File: src/rtl/core_pkg.sv
// Shared core definitions: load funct3 encodings, default widths and the MEM/WB stage record.
package core_pkg;

  localparam int unsigned XLEN_DEF = 32;
  localparam int unsigned RA_W_DEF = 5;

  typedef enum logic [2:0] {
    LB  = 3'b000,
    LH  = 3'b001,
    LW  = 3'b010,
    LBU = 3'b100,
    LHU = 3'b101
  } load_f3_e;

  // Default-width stage record; parametrised users declare an identically shaped local type.
  typedef struct packed {
    logic                valid;
    logic                RegWrite;
    logic                MemToReg;
    logic [2:0]          funct3;
    logic [XLEN_DEF-1:0] ALUresult;
    logic [XLEN_DEF-1:0] Readdata;
    logic [RA_W_DEF-1:0] rd;
  } mem_wb_stage_t;

endpackage

File: src/rtl/load_align.sv
// Combinational load lane select with sign/zero extension; shared with the data-cache refill path.
module load_align
  import core_pkg::*;
#(
  parameter int unsigned XLEN = XLEN_DEF
) (
  input  logic [XLEN-1:0] word_i,
  input  logic [1:0]      addr_i,
  input  logic [2:0]      funct3_i,
  output logic [XLEN-1:0] data_o
);

  logic [7:0]  w_byte;
  logic [15:0] w_half;

  always_comb begin
    w_byte = word_i[{addr_i, 3'b000} +: 8];
    // Halfword lane ignores addr bit 0; misalignment is trapped upstream.
    w_half = word_i[{addr_i[1], 4'b0000} +: 16];
    case (funct3_i)
      LB:      data_o = {{(XLEN-8){w_byte[7]}}, w_byte};
      LH:      data_o = {{(XLEN-16){w_half[15]}}, w_half};
      LBU:     data_o = {{(XLEN-8){1'b0}}, w_byte};
      LHU:     data_o = {{(XLEN-16){1'b0}}, w_half};
      default: data_o = word_i;
    endcase
  end

endmodule

File: src/rtl/mem_wb_pipe.sv
// MEM->WB pipeline register: DEPTH-stage chain with stall/flush, load alignment and write-back mux.
// Defining WB_BYPASS_EN adds a one-cycle WB->ID forwarding register (byp_* outputs).
module mem_wb_pipe
  import core_pkg::*;
#(
  parameter int unsigned XLEN  = XLEN_DEF,
  parameter int unsigned RA_W  = RA_W_DEF,
  parameter int unsigned DEPTH = 1
) (
  input  logic            clk_i,
  input  logic            rst_i,
  input  logic            stall_i,
  input  logic            flush_i,
  input  logic            valid_i,
  input  logic            RegWrite_i,
  input  logic            MemToReg_i,
  input  logic [2:0]      funct3_i,
  input  logic [XLEN-1:0] ALUresult_i,
  input  logic [XLEN-1:0] Readdata_i,
  input  logic [RA_W-1:0] INS_11_7_i,
  output logic            valid_o,
  output logic            RegWrite_o,
  output logic            MemToReg_o,
  output logic [XLEN-1:0] ALUresult_o,
  output logic [XLEN-1:0] Readdata_o,
  output logic [RA_W-1:0] INS_11_7_o,
  output logic            wb_en_o,
`ifdef WB_BYPASS_EN
  output logic            byp_valid_o,
  output logic [RA_W-1:0] byp_rd_o,
  output logic [XLEN-1:0] byp_data_o,
`endif
  output logic [XLEN-1:0] wb_data_o
);

  typedef struct packed {
    logic            valid;
    logic            reg_write;
    logic            mem_to_reg;
    logic [2:0]      funct3;
    logic [XLEN-1:0] alu;
    logic [XLEN-1:0] rdata;
    logic [RA_W-1:0] rd;
  } stage_t;

  if (DEPTH < 1 || DEPTH > 4) begin : g_bad_depth
    $error("mem_wb_pipe: DEPTH must be in 1..4");
  end

  stage_t          r_stage [DEPTH];
  stage_t          w_in;
  stage_t          w_last;
  logic [XLEN-1:0] w_ld;
  logic            w_wb_en;
  logic [XLEN-1:0] w_wb_data;

  always_comb begin
    w_in            = '0;
    w_in.valid      = valid_i;
    w_in.reg_write  = valid_i & RegWrite_i;
    w_in.mem_to_reg = MemToReg_i;
    w_in.funct3     = funct3_i;
    w_in.alu        = ALUresult_i;
    w_in.rdata      = Readdata_i;
    w_in.rd         = INS_11_7_i;
  end

  // Flush only kills valid/RegWrite; data fields keep stale contents.
  always_ff @(posedge clk_i or negedge rst_i) begin
    if (!rst_i) begin
      for (int unsigned i = 0; i < DEPTH; i++) r_stage[i] <= '0;
    end else if (flush_i) begin
      for (int unsigned i = 0; i < DEPTH; i++) begin
        r_stage[i].valid     <= 1'b0;
        r_stage[i].reg_write <= 1'b0;
      end
    end else if (!stall_i) begin
      r_stage[0] <= w_in;
      for (int unsigned i = 1; i < DEPTH; i++) r_stage[i] <= r_stage[i-1];
    end
  end

  assign w_last = r_stage[DEPTH-1];

  load_align #(.XLEN(XLEN)) u_load_align (
    .word_i   (w_last.rdata),
    .addr_i   (w_last.alu[1:0]),
    .funct3_i (w_last.funct3),
    .data_o   (w_ld)
  );

  assign w_wb_en   = w_last.valid & w_last.reg_write & (w_last.rd != '0);
  assign w_wb_data = w_last.mem_to_reg ? w_ld : w_last.alu;

  assign valid_o     = w_last.valid;
  assign RegWrite_o  = w_last.reg_write;
  assign MemToReg_o  = w_last.mem_to_reg;
  assign ALUresult_o = w_last.alu;
  assign Readdata_o  = w_ld;
  assign INS_11_7_o  = w_last.rd;
  assign wb_en_o     = w_wb_en;
  assign wb_data_o   = w_wb_data;

`ifdef WB_BYPASS_EN
  logic            r_byp_valid;
  logic [RA_W-1:0] r_byp_rd;
  logic [XLEN-1:0] r_byp_data;

  // Tracks the write port every cycle, including stalled ones.
  always_ff @(posedge clk_i or negedge rst_i) begin
    if (!rst_i) begin
      r_byp_valid <= 1'b0;
      r_byp_rd    <= '0;
      r_byp_data  <= '0;
    end else if (flush_i) begin
      r_byp_valid <= 1'b0;
      r_byp_rd    <= '0;
      r_byp_data  <= '0;
    end else begin
      r_byp_valid <= w_wb_en;
      if (w_wb_en) begin
        r_byp_rd   <= w_last.rd;
        r_byp_data <= w_wb_data;
      end
    end
  end

  assign byp_valid_o = r_byp_valid;
  assign byp_rd_o    = r_byp_rd;
  assign byp_data_o  = r_byp_data;
`endif

endmodule

File: config.mk
export PLATFORM = sky130hd
export DESIGN_NAME = mem_wb_pipe
export DESIGN_NICKNAME = d
export VERILOG_FILES = /design/src/rtl/core_pkg.sv /design/src/rtl/load_align.sv /design/src/rtl/mem_wb_pipe.sv
export SDC_FILE = /design/constraint.sdc
export NUM_CORES = 1
export LEC_CHECK = 0
export ABC_CLOCK_PERIOD_IN_PS = 1600
export BUFFER_PORTS_ARGS = -buffer_cell sky130_fd_sc_hd__buf_2
export CORE_MARGIN = 8
export CORE_UTILIZATION = 43
export DETAILED_ROUTE_END_ITERATION = 6
export PLACE_DENSITY = 0.77
export SYNTH_ARGS = -nofsm -noshare
export SYNTH_HDL_FRONTEND = slang
export SYNTH_SLANG_ARGS = --single-unit
File: constraint.sdc
create_clock -name clk_i -period 1.6 [get_ports clk_i]
set_input_delay 0.16 -clock clk_i [delete_from_list [all_inputs] [get_ports clk_i]]
set_output_delay 0.16 -clock clk_i [all_outputs]
set_load 0.01 [all_outputs]
Word level (Yosys, flattened, before mapping)
Cells that the tools add are included.
Widths: inputs -> output; s select.
{"block": "op_classes", "eq_ne": 4, "shifts": 2, "muxes": 4, "bitwise_logic": 5, "reduce_logical": 3}
{"cell": "$pmux 32 s4", "n": 1}
{"cell": "$mux 75", "n": 1}
{"cell": "$mux 32", "n": 1}
{"cell": "$shiftx 32x6->16", "n": 1}
{"cell": "$shiftx 32x6->8", "n": 1}
{"cell": "$eq 3x3->1 const B", "n": 2}
{"cell": "$reduce_bool 5->1", "n": 1}
{"cell": "$and 1x1->1", "n": 3}
{"cell": "$eq 3x1->1 const B", "n": 1}
{"cell": "$logic_not 3->1", "n": 1}
{"cell": "$mux 2", "n": 1}
{"cell": "$ne 2x1->1 const B", "n": 1}
{"cell": "$not 1->1", "n": 2}
{"cell": "$reduce_and 2->1", "n": 1}
{"block": "word_totals", "reg_bits": 75, "inputBits": 79, "output_inout_bits": 105, "wordCells": 25}

Longest topological paths before layout
Gate-level depths: netlist of the first run.
{"block": "depth", "depth_word": 3, "ltp_mapped": 6, "mapped_depth_nobuf": 4}

Modules after synthesis
Synthesis of the first run repeated with hierarchy kept, for this count alone.
{"block": "hier_totals", "hier_cells": 354, "area_unflattened_um2": 4590.7}
{"module": "mem_wb_pipe", "n_inst": 1, "cells_each": 236, "area_per_inst_um2": 3796.1}
{"module": "load_align", "n_inst": 1, "cells_each": 118, "area_per_inst_um2": 794.5}

Worst setup path after synthesis of the first run
OpenSTA, ideal clock, no wires.
{"block": "synth_path", "kind": "reg-to-output", "start": "register r_stage (netlist bit ALUresult_o[1])", "end": "output port wb_data_o[14]", "arrival_ps": 1652, "setup_slack_ps": -212, "stages_incl_launch_ff": 7, "path_buffers": 2, "cell_sequence": "dfrtp_1 buf_4 or3_4 o32ai_4 nand2_4 buf_6 a31oi_1"}
{"block": "synth_between", "elab_chain_cells": 3, "elab_cells_between_ends": 4, "classes_between": "shift (2); mux (2)"}
{"item": "from (decl)", "line": "mem_wb_pipe.sv:50", "source": "stage_t r_stage [DEPTH];"}
{"item": "$shiftx 32x6->16 / $shiftx 32x6->8 (equally long branches)", "line": "load_align.sv:19, load_align.sv:17"}
{"item": "$pmux 32 s4 (*)", "line": "load_align.sv:20", "source": "case (funct3_i)"}
{"item": "$mux 32 (*)", "line": "mem_wb_pipe.sv:93", "source": "assign w_wb_data = w_last.mem_to_reg ? w_ld : w_last.alu;"}
{"item": "to (decl)", "line": "mem_wb_pipe.sv:33", "source": "output logic [XLEN-1:0] wb_data_o"}
Every way passes the cells marked *; elsewhere a longest branch is shown, timed or not.

Worst setup path in the final report of the first run
{"block": "layout_path", "start": "register r_stage[69] (netlist bit)", "end": "output port wb_data_o[5]"}
{"block": "layout_between", "elab_chain_cells": 3, "elab_cells_between_ends": 6, "classes_between": "eq/ne (3); mux (2); reduce/logical (1)"}
{"item": "$eq 3x3->1 (tied with other cells)", "line": "load_align.sv:20"}
{"item": "$pmux 32 s4 (*)", "line": "load_align.sv:20"}
{"item": "$mux 32 (*)", "line": "mem_wb_pipe.sv:93"}
Marks and branches as above.

==> impl_metrics.env, run 1 <==
export IMPL_status="finished with violations"
export IMPL_violations="setup timing"
export IMPL_p_leak_nw=3.009
export IMPL_critPathCaptureType="output pin"
export IMPL_die_y_um=114.9
export IMPL_p_seq_share_pct=32.4
export IMPL_clk_path_buf_depth=2
export IMPL_io_pins=184
export IMPL_finalCritPeriodShare_pct=138.7
export IMPL_yosys_top_cells_area="dfrtp_1 (45%), mux2_2 (19%), buf_4 (7.0%)"
export IMPL_via_per_inst=5.187
export IMPL_drc=0
export IMPL_drv_slew=0
export IMPL_cap_violations=0
export IMPL_sw_frac_of_total_pct=35.96
export IMPL_critPathMaxStageDelay_ns=0.47
export IMPL_cp_slowest_cell="or3b_4"
export IMPL_slew_headroom_pct=70.90
export IMPL_vias=3771
export IMPL_synthCells=398
export IMPL_fp_dieW_um=114.9
export IMPL_rows=36
export IMPL_port_buffer_count=183
export IMPL_cpMostUsedCell="buf_6"
export IMPL_cp_arrival_ns=2.06
export IMPL_grt_overflow=0
export IMPL_worstPathCellList="buf_6, or3b_4, o22ai_4, a221oi_2, mux2_4, buf_6"
export IMPL_syn_avg_cell_area_um2=10.56
export IMPL_n_antenna_cell=0
export IMPL_ant_nets=0
export IMPL_syn_nets=477
export IMPL_place_congestion=0.9615
export IMPL_synth_commonest_cells="dfrtp_1 (75), mux2_2 (71), nand2_1 (54), buf_4 (39), nor2_1 (29)"
export IMPL_placeableCoreArea_um2=9639
export IMPL_grt_pass1_vias=4077
export IMPL_timing_final_ws_setup_ns=-0.6189
export IMPL_dieArea_um2=13200
export IMPL_syn_area_um2=4204
export IMPL_dpl_hpwl_um=10450
export IMPL_final_util_pct=66.19
export IMPL_internal_power_mw=4.876
export IMPL_crit_required_ns=1.44
export IMPL_p_clk_share_pct=22.1
export IMPL_start_util_pct=43.61
export IMPL_final_nets=668
export IMPL_grt_pass1_wl_um=22030
export IMPL_synth_edf_count=0
export IMPL_drt_pass1_iter_count=4
export IMPL_drtIter0Drc=180
export IMPL_final_cell_count_no_fill=727
export IMPL_finalHoldViolations=0
export IMPL_path_max_fanout=5
export IMPL_hp_class="primary input to flop"
export IMPL_tritoncts="done"
export IMPL_fmaxAchievable_ghz=0.4507
export IMPL_clk_pin_slew_ns=0.09
export IMPL_p_per_area_nw_per_um2=1194
export IMPL_worst_pin_slew_ns=0.4339
export IMPL_criticalPathCategory="flop to output pin"
export IMPL_synth_main_ff_cell="dfrtp_1"
export IMPL_setup_tns_ns=-33.40
export IMPL_dp_cells=701
export IMPL_p_switching_mw=2.738
export IMPL_clockRootBuffer="clkbuf_8"
export IMPL_wl_per_cell_um=19.68
export IMPL_area_delta_synth_final_pct=51.76
export IMPL_cts_sinks=75
export IMPL_vdd_ir_drop_max_v=0.0006234
export IMPL_routed_wl_um=14310
export IMPL_crit_path_start_kind="flop"
export IMPL_async_flop_share_pct=100.0
export IMPL_clock_latency_ns=0.35
export IMPL_cts_inserted_buffers=9
export IMPL_grt_max_degree=43
export IMPL_combPwrFrac_pct=45.5
export IMPL_antenna_found_initial=0
export IMPL_synth_top_cell_area_share_pct=44.64
export IMPL_synth_cell_types=43
export IMPL_ys_ff_latch=75
export IMPL_yosysMostFrequentCell="dfrtp_1"
export IMPL_synth_seq_area_share_pct=44.64
export IMPL_cts_max_level=3
export IMPL_grt_setup_unrepaired="true"
export IMPL_finalClockSkew_ns=0
export IMPL_period_needed_ns=2.219
export IMPL_setup_violations=65
export IMPL_yosys_warnings=0
export IMPL_drive_gt1_share_pct=67.17
export IMPL_yosysTopAreaCell="dfrtp_1"
export IMPL_grt_total_usage_pct=21.49
[worst max-delay path: cells and delay by family, from the launching register on]
kind	cells	cell delay (ns)
compound gates	2	0.24
buf+inv	2	0.27
flops	1	0.45
mux	1	0.28
simple gates	1	0.47
[cells in the final DEF, fill, tap and decap left out, types with 2 or more instances in the layout]
master     instances
o21ai_0           10
nand2_4            3
mux2i_1            2
a31oi_4            4
a221oi_2           5
mux2_4             6
inv_1             10
a22oi_1            2
buf_12             5
a21oi_1            8
a21oi_4           11
a221oi_4           2
a41oi_2            2
a31oi_2            2
nand2b_4           2
a31oi_1            2
nand2_1           42
nand2_8            2
mux2_2            65
o22ai_4            5
a211oi_2           3
a211oi_1           2
buf_4             39
bufinv_16          2
dfrtp_1           70
clkbuf_8          10
buf_2            149
nand2_2            9
mux2i_2            3
and3b_1            6
a22oi_2            4
nor2_1            28
buf_6             47
dfrtp_2            5
or3_4              2
[routing by layer]
layer  track usage, %  share of wire, %  up-vias
li1                 -                 -     1749
met1            23.90                39     1843
met2            37.26                50      158
met3            7.931               9.5       21
met4            6.918               1.7        0
met5                0                 0        -
[through the flow]
stage                     total power [mW]  area, um2  setup slack [ns]  hold slack (ns)
after floorplan                      4.176       4427           -0.1198          -0.1356
after global placement               5.174       5505           -0.2735           0.1195
after detailed placement             5.230       5505           -0.3048           0.1284
after CTS                            7.427       6198           -0.5867         0.002192
after global routing                 8.010       6380           -0.6863         0.003734
final                                7.615       6380           -0.6189         0.009746
[power groups by stage]
stage	sequential, mW	combinational [mW]	clock [mW]
global placement	2.45	2.72	0
floorplan	2.38	1.80	0
detailed placement	2.47	2.76	0
global route	2.50	3.71	1.80
finish	2.47	3.46	1.68
CTS	2.44	3.27	1.72
[area by class of cell]
class                   instances  area (um2)
flip-flops and latches         75        1883
inverters                      10       37.54
clock buffers                  11       141.4
fillers                       775        3259
well taps                     133       166.4
clock inverters                 5       85.08
multi-input cells             252        2389
repair buffers                241        1678
[sequential cells by signal, indices dropped and copies added, names as in the netlist]
signal and flops:
RegWrite_o 1, r_stage 35, valid_o 1, INS_11_7_o 5
ALUresult_o 32, MemToReg_o 1
[repair_timing]
item / in CTS / in global routing
endpoints found under the hold margin: 28 / 0
hold buffers: 1 / 0
buffers inserted: 6 / 2
endpoints found under the setup margin: 65 / 65
gates cloned: 2 / 0
pin swaps: 17 / 6
gates resized for setup: 75 / 28
[final timing paths]
path	depth (start not counted)	end	slack, ns	from
worst max-delay path	6	wb_data_o[5]	-0.62	r_stage[69]
worst min-delay path	3	r_stage[9]	0.01	Readdata_i[4]
worst max register to register	4	ALUresult_o[1]	0.33	ALUresult_o[1]
worst min register to register	1	ALUresult_o[17]	0.54	ALUresult_o[17]
max in group asynchronous	3	r_stage[70]	0.70	rst_i
min in group asynchronous	2	ALUresult_o[4]	0.28	rst_i
[kinds of logic (layout without fill, tap and decap cells)]
| kind of cell | Yosys count | count (layout) | share of synthesized area [%] |
|---|---|---|---|
| compound gates | 73 | 73 | 13.42 |
| buf+inv | 72 | 267 | 10.62 |
| flops | 75 | 75 | 44.64 |
| mux | 76 | 76 | 20.21 |
| simple gates | 102 | 103 | 11.10 |
Note: power is estimated with default switching activity, not from simulation.
==> run 2: changes to the inputs <==
- CORE_MARGIN: 8 -> 4
==> impl_metrics.env, run 2 (same netlist as run 1, synthesis figures left out) <==
export IMPL_via_per_inst=5.145
export IMPL_wl_per_cell_um=18.02
export IMPL_p_seq_share_pct=33.1
export IMPL_drt_pass1_iter_count=5
export IMPL_period_needed_ns=2.194
export IMPL_slew_headroom_pct=67.60
export IMPL_criticalPathCategory="flop to output pin"
export IMPL_fp_dieW_um=106.9
export IMPL_worst_hold_path_endpoint="r_stage[7]"
export IMPL_clk_pin_slew_ns=0.08
export IMPL_setup_violations=65
export IMPL_final_nets=670
export IMPL_critPathCaptureType="output pin"
export IMPL_vdd_ir_drop_max_v=0.0006104
export IMPL_violations="setup timing"
export IMPL_drive_gt1_share_pct=65.27
export IMPL_drv_slew=0
export IMPL_reg2reg_depth=4
export IMPL_p_switching_mw=2.554
export IMPL_cap_violations=0
export IMPL_p_clk_share_pct=23.2
export IMPL_finalHoldViolations=0
export IMPL_regArea_um2=1882
export IMPL_grt_pass1_wl_um=20410
export IMPL_final_common_cell="buf_2"
export IMPL_grt_total_usage_pct=22.76
export IMPL_hp_start="Readdata_i[2]"
export IMPL_tritoncts="done"
export IMPL_nFillCells=740
export IMPL_hold_path_depth=3
export IMPL_largest_reg_flops=35
export IMPL_crit_path_start_kind="flop"
export IMPL_hold_ws_ns=0.01827
export IMPL_rrSetupSlack_ns=0.39
export IMPL_timing_final_ws_setup_ns=-0.5942
export IMPL_n_antenna_cell=0
export IMPL_clockRootBuffer="clkbuf_8"
export IMPL_worstPathCellList="buf_6, mux2i_1, nor4b_2, buf_4, a211oi_4, buf_12, a21oi_1, buf_2"
export IMPL_clk_path_buf_depth=2
export IMPL_hp_class="primary input to flop"
export IMPL_finalCritPeriodShare_pct=137.1
export IMPL_post_dp_cell_area_um2=5515
export IMPL_ant_nets=0
export IMPL_drtIter0Drc=207
export IMPL_p_leak_nw=2.986
export IMPL_critPathMaxStageDelay_ns=0.42
export IMPL_finalClockSkew_ns=0
export IMPL_fmaxAchievable_ghz=0.4557
export IMPL_place_congestion=0.8724
export IMPL_dieArea_um2=11420
export IMPL_vias=3730
export IMPL_setup_tns_ns=-33.72
export IMPL_grt_max_degree=57
export IMPL_cp_slowest_cell="dfrtp_1"
export IMPL_port_buffer_count=183
export IMPL_status="finished with violations"
export IMPL_grt_setup_unrepaired="true"
export IMPL_cts_max_level=3
export IMPL_drc=0
export IMPL_io_pins=184
export IMPL_die_y_um=106.9
export IMPL_cp_arrival_ns=2.03
export IMPL_sw_frac_of_total_pct=34.48
export IMPL_r2r_end="ALUresult_o[1]"
export IMPL_clock_latency_ns=0.34
export IMPL_cts_sinks=75
export IMPL_final_cell_mix="buf_2 (158), dfrtp_1 (71), mux2_2 (65), nand2_1 (49), buf_4 (45)"
export IMPL_area_delta_synth_final_pct=47.47
export IMPL_rows=35
export IMPL_placeableCoreArea_um2=9371
export IMPL_dpl_worst_slack_ns=-0.2870
export IMPL_combPwrFrac_pct=43.7
export IMPL_routed_wl_um=13060
export IMPL_internal_power_mw=4.854
export IMPL_grt_overflow=0
export IMPL_p_per_area_nw_per_um2=1195
export IMPL_fin_area_um2=6200
export IMPL_worst_pin_slew_ns=0.4860
export IMPL_grt_pass1_vias=3984
export IMPL_cts_inserted_buffers=9
export IMPL_final_util_pct=66.15
export IMPL_dpl_hpwl_um=9788
export IMPL_antenna_found_initial=0
export IMPL_crit_required_ns=1.44
export IMPL_path_max_fanout=16
export IMPL_largest_register="r_stage"
export IMPL_start_util_pct=44.86
export IMPL_rr_startpoint="ALUresult_o[1]"
export IMPL_multi_input_area_um2=2248
-- run 2: changes by cell type in the layout (fill, tap and decap cells not counted), sizes merged --
cell / change
nand2: -1
buf: +3
clkbuf: +2
inv: -1
clkinvlp: -1
-- run 2: worst max-delay path by stage --
stage | start | endpoint | slack, ns | cells after the start
6_report | ALUresult_o[1] | wb_data_o[19] | -0.59 | 8
5_1_grt | ALUresult_o[1] | wb_data_o[19] | -0.72 | 8
4_1_cts | ALUresult_o[1] | wb_data_o[31] | -0.59 | 8
3_5_place_dp | ALUresult_o[0] | wb_data_o[6] | -0.29 | 6
3_3_place_gp | ALUresult_o[0] | wb_data_o[6] | -0.29 | 6
2_1_floorplan | ALUresult_o[1] | wb_data_o[17] | -0.12 | 6
-- run 2: layout make-up --
cell class,instances,share of cell area [%]
well taps,129,2.603
repair buffers,244,26.34
multi-input cells,251,36.27
clock inverters,3,1.110
inverters,10,0.6054
clock buffers,13,2.725
flip-flops and latches,75,30.35
-- run 2: power by group through the flow --
stage	Sequential (mW)	Combinational [mW]	Clock [mW]
2_1_floorplan	2.38	1.80	0
3_3_place_gp	2.45	2.72	0
3_5_place_dp	2.47	2.76	0
4_1_cts	2.45	3.11	1.75
5_1_grt	2.49	3.48	1.85
6_report	2.45	3.23	1.72
-- run 2: critical path, delay by kind of cell (launching register included) --
kind            cells  cell delay [ns]
buf+inv             4             0.65
mux                 1             0.22
compound gates      2             0.33
simple gates        1             0.08
flops               1             0.42
-- run 2: routing by layer --
layer	up-vias	GRT usage, %	wire [um]
met5	-	0	0
met3	21	4.275	879
met1	1797	28.37	5413
met4	0	7.397	283
li1	1746	-	-
met2	166	39.75	6485
-- run 2: repair_timing --
| action | 4_1_cts | 5_1_grt |
|---|---|---|
| pin swaps | 22 | 6 |
| buffers inserted | 7 | 3 |
| setup endpoints to repair | 65 | 65 |
| cloned | 0 | 0 |
| resized for setup | 50 | 20 |
| hold endpoints to repair | 34 | 0 |
| hold buffers | 1 | 0 |
-- run 2: stage by stage --
| stage | power, mW | instances |
|---|---|---|
| 2_1_floorplan | 4.176 | 398 |
| 3_3_place_gp | 5.169 | 699 |
| 3_5_place_dp | 5.232 | 699 |
| 4_1_cts | 7.315 | 723 |
| 5_1_grt | 7.815 | 725 |
| 6_report | 7.408 | 725 |
==> run 3: changes to the inputs <==
- MAX_ROUTING_LAYER: default -> met4
- TNS_END_PERCENT: default -> 1
==> impl_metrics.env, run 3 (same netlist as run 1, synthesis figures left out) <==
export IMPL_largest_reg_flops=35
export IMPL_grt_overflow=0
export IMPL_crit_path_start_kind="flop"
export IMPL_grt_pass1_wl_um=20260
export IMPL_rrSetupSlack_ns=0.42
export IMPL_status="finished with violations"
export IMPL_clk_path_buf_depth=2
export IMPL_io_pins=184
export IMPL_die_y_um=106.9
export IMPL_via_per_inst=5.100
export IMPL_tritoncts="done"
export IMPL_reg2reg_depth=3
export IMPL_finalClockSkew_ns=0
export IMPL_cts_sinks=75
export IMPL_place_congestion=0.9364
export IMPL_dp_cells=693
export IMPL_area_delta_synth_final_pct=38.21
export IMPL_timing_final_ws_setup_ns=-0.6105
export IMPL_fmaxAchievable_ghz=0.4524
export IMPL_clockRootBuffer="clkbuf_8"
export IMPL_grt_setup_unrepaired="true"
export IMPL_largest_register="r_stage"
export IMPL_vias=3621
export IMPL_cts_inserted_buffers=9
export IMPL_clk_pin_slew_ns=0.08
export IMPL_final_common_cell="buf_2"
export IMPL_critPathCaptureType="output pin"
export IMPL_violations="setup timing"
export IMPL_setup_violations=65
export IMPL_worst_pin_slew_ns=0.5064
export IMPL_p_per_area_nw_per_um2=1152
export IMPL_drtIter0Drc=151
export IMPL_crit_required_ns=1.44
export IMPL_period_needed_ns=2.210
export IMPL_final_cell_count_no_fill=710
export IMPL_hold_path_depth=3
export IMPL_fp_dieW_um=106.9
export IMPL_cap_violations=0
export IMPL_criticalPathCategory="flop to output pin"
export IMPL_start_util_pct=44.86
export IMPL_drv_slew=0
export IMPL_grt_max_degree=42
export IMPL_grt_pass1_vias=3789
export IMPL_drc=0
export IMPL_p_leak_nw=2.811
export IMPL_port_buffer_count=183
export IMPL_cp_arrival_ns=2.05
export IMPL_hp_class="primary input to flop"
export IMPL_rr_startpoint="r_stage[70]"
export IMPL_rows=35
export IMPL_wl_per_cell_um=18.20
export IMPL_placeableCoreArea_um2=9371
export IMPL_drive_gt1_share_pct=63.34
export IMPL_r2r_end="r_stage[70]"
export IMPL_antenna_found_initial=0
export IMPL_n_antenna_cell=0
export IMPL_worst_hold_path_endpoint="r_stage[9]"
export IMPL_routed_wl_um=12920
export IMPL_slew_headroom_pct=66.24
export IMPL_vdd_ir_drop_max_v=0.0006945
export IMPL_finalCritPeriodShare_pct=138.2
export IMPL_dpl_hpwl_um=9907
export IMPL_path_max_fanout=16
export IMPL_hp_start="Readdata_i[4]"
export IMPL_cts_max_level=3
export IMPL_drt_pass1_iter_count=6
export IMPL_dieArea_um2=11420
export IMPL_grt_total_usage_pct=23.30
export IMPL_final_cell_mix="buf_2 (172), dfrtp_1 (71), mux2_2 (69), nand2_1 (54), buf_4 (42)"
export IMPL_final_nets=658
export IMPL_clock_latency_ns=0.33
export IMPL_worstSetupStartpoint="r_stage[70]"
export IMPL_ant_nets=0
export IMPL_final_util_pct=62.00
export IMPL_finalHoldViolations=0
[run 3: metal layers]
| layer | vias to the layer above | part of all wire, % | GRT usage [%] |
|---|---|---|---|
| met5 | - | 0 | - |
| met4 | 0 | 0.32 | 3.014 |
| met3 | 2 | 6.1 | 4.937 |
| met2 | 130 | 51 | 39.43 |
| met1 | 1767 | 43 | 29.79 |
| li1 | 1722 | - | - |
[run 3: layout make-up]
| cell class | count | area [um2] |
|---|---|---|
| fill | 842 | 3561 |
| tap | 129 | 161.4 |
| inverter | 10 | 37.54 |
| sequential | 75 | 1882 |
| multi-input combinational | 251 | 2138 |
| clock inverter | 3 | 42.54 |
| timing repair buffer | 232 | 1421 |
| clock buffer | 10 | 127.6 |
[run 3: per-stage QoR]
stage	instance area [um2]	hold WS (ns)	TNS (ns)	power, mW	worst slack [ns]
after floorplan	4319	-0.1356	-4.359	4.078	-0.1430
after global placement	5389	0.1590	-9.031	5.064	-0.2131
after detailed placement	5389	0.1648	-10.94	5.120	-0.2522
after CTS	5717	0.01679	-31.51	6.656	-0.5920
after global routing	5811	0.02003	-38.41	7.101	-0.7050
final	5811	0.02869	-32.47	6.696	-0.6105
[run 3: worst max path at each step]
stage	endpoint	slack, ns	cells past startpoint
after floorplan	wb_data_o[17]	-0.14	6
after global placement	wb_data_o[4]	-0.21	5
after detailed placement	wb_data_o[13]	-0.25	5
after CTS	wb_data_o[31]	-0.59	6
after global routing	wb_data_o[13]	-0.70	5
final	wb_data_o[13]	-0.61	5
[run 3: report_power, final]
group          switching [mW]  leakage (nW)  internal, mW
Clock                   0.680        0.0841         0.694
Sequential              0.278         0.884          2.17
Combinational            1.46          1.84          1.41
Total                    2.42          2.81          4.27
[run 3: critical path, cell delays in order (launching register included)]
cell and delay (ns):
dfrtp_2 0.46, or3_4 0.39, o32ai_4 0.23, nand2_4 0.21, a41oi_1 0.25, buf_2 0.17
[run 3: timing repair]
action | CTS | global route
pin swaps | 9 | 13
endpoints found under the hold margin | 34 | 0
hold buffers | 1 | 0
buffers inserted | 1 | 2
setup endpoints to repair | 65 | 65
gates resized for setup | 29 | 16
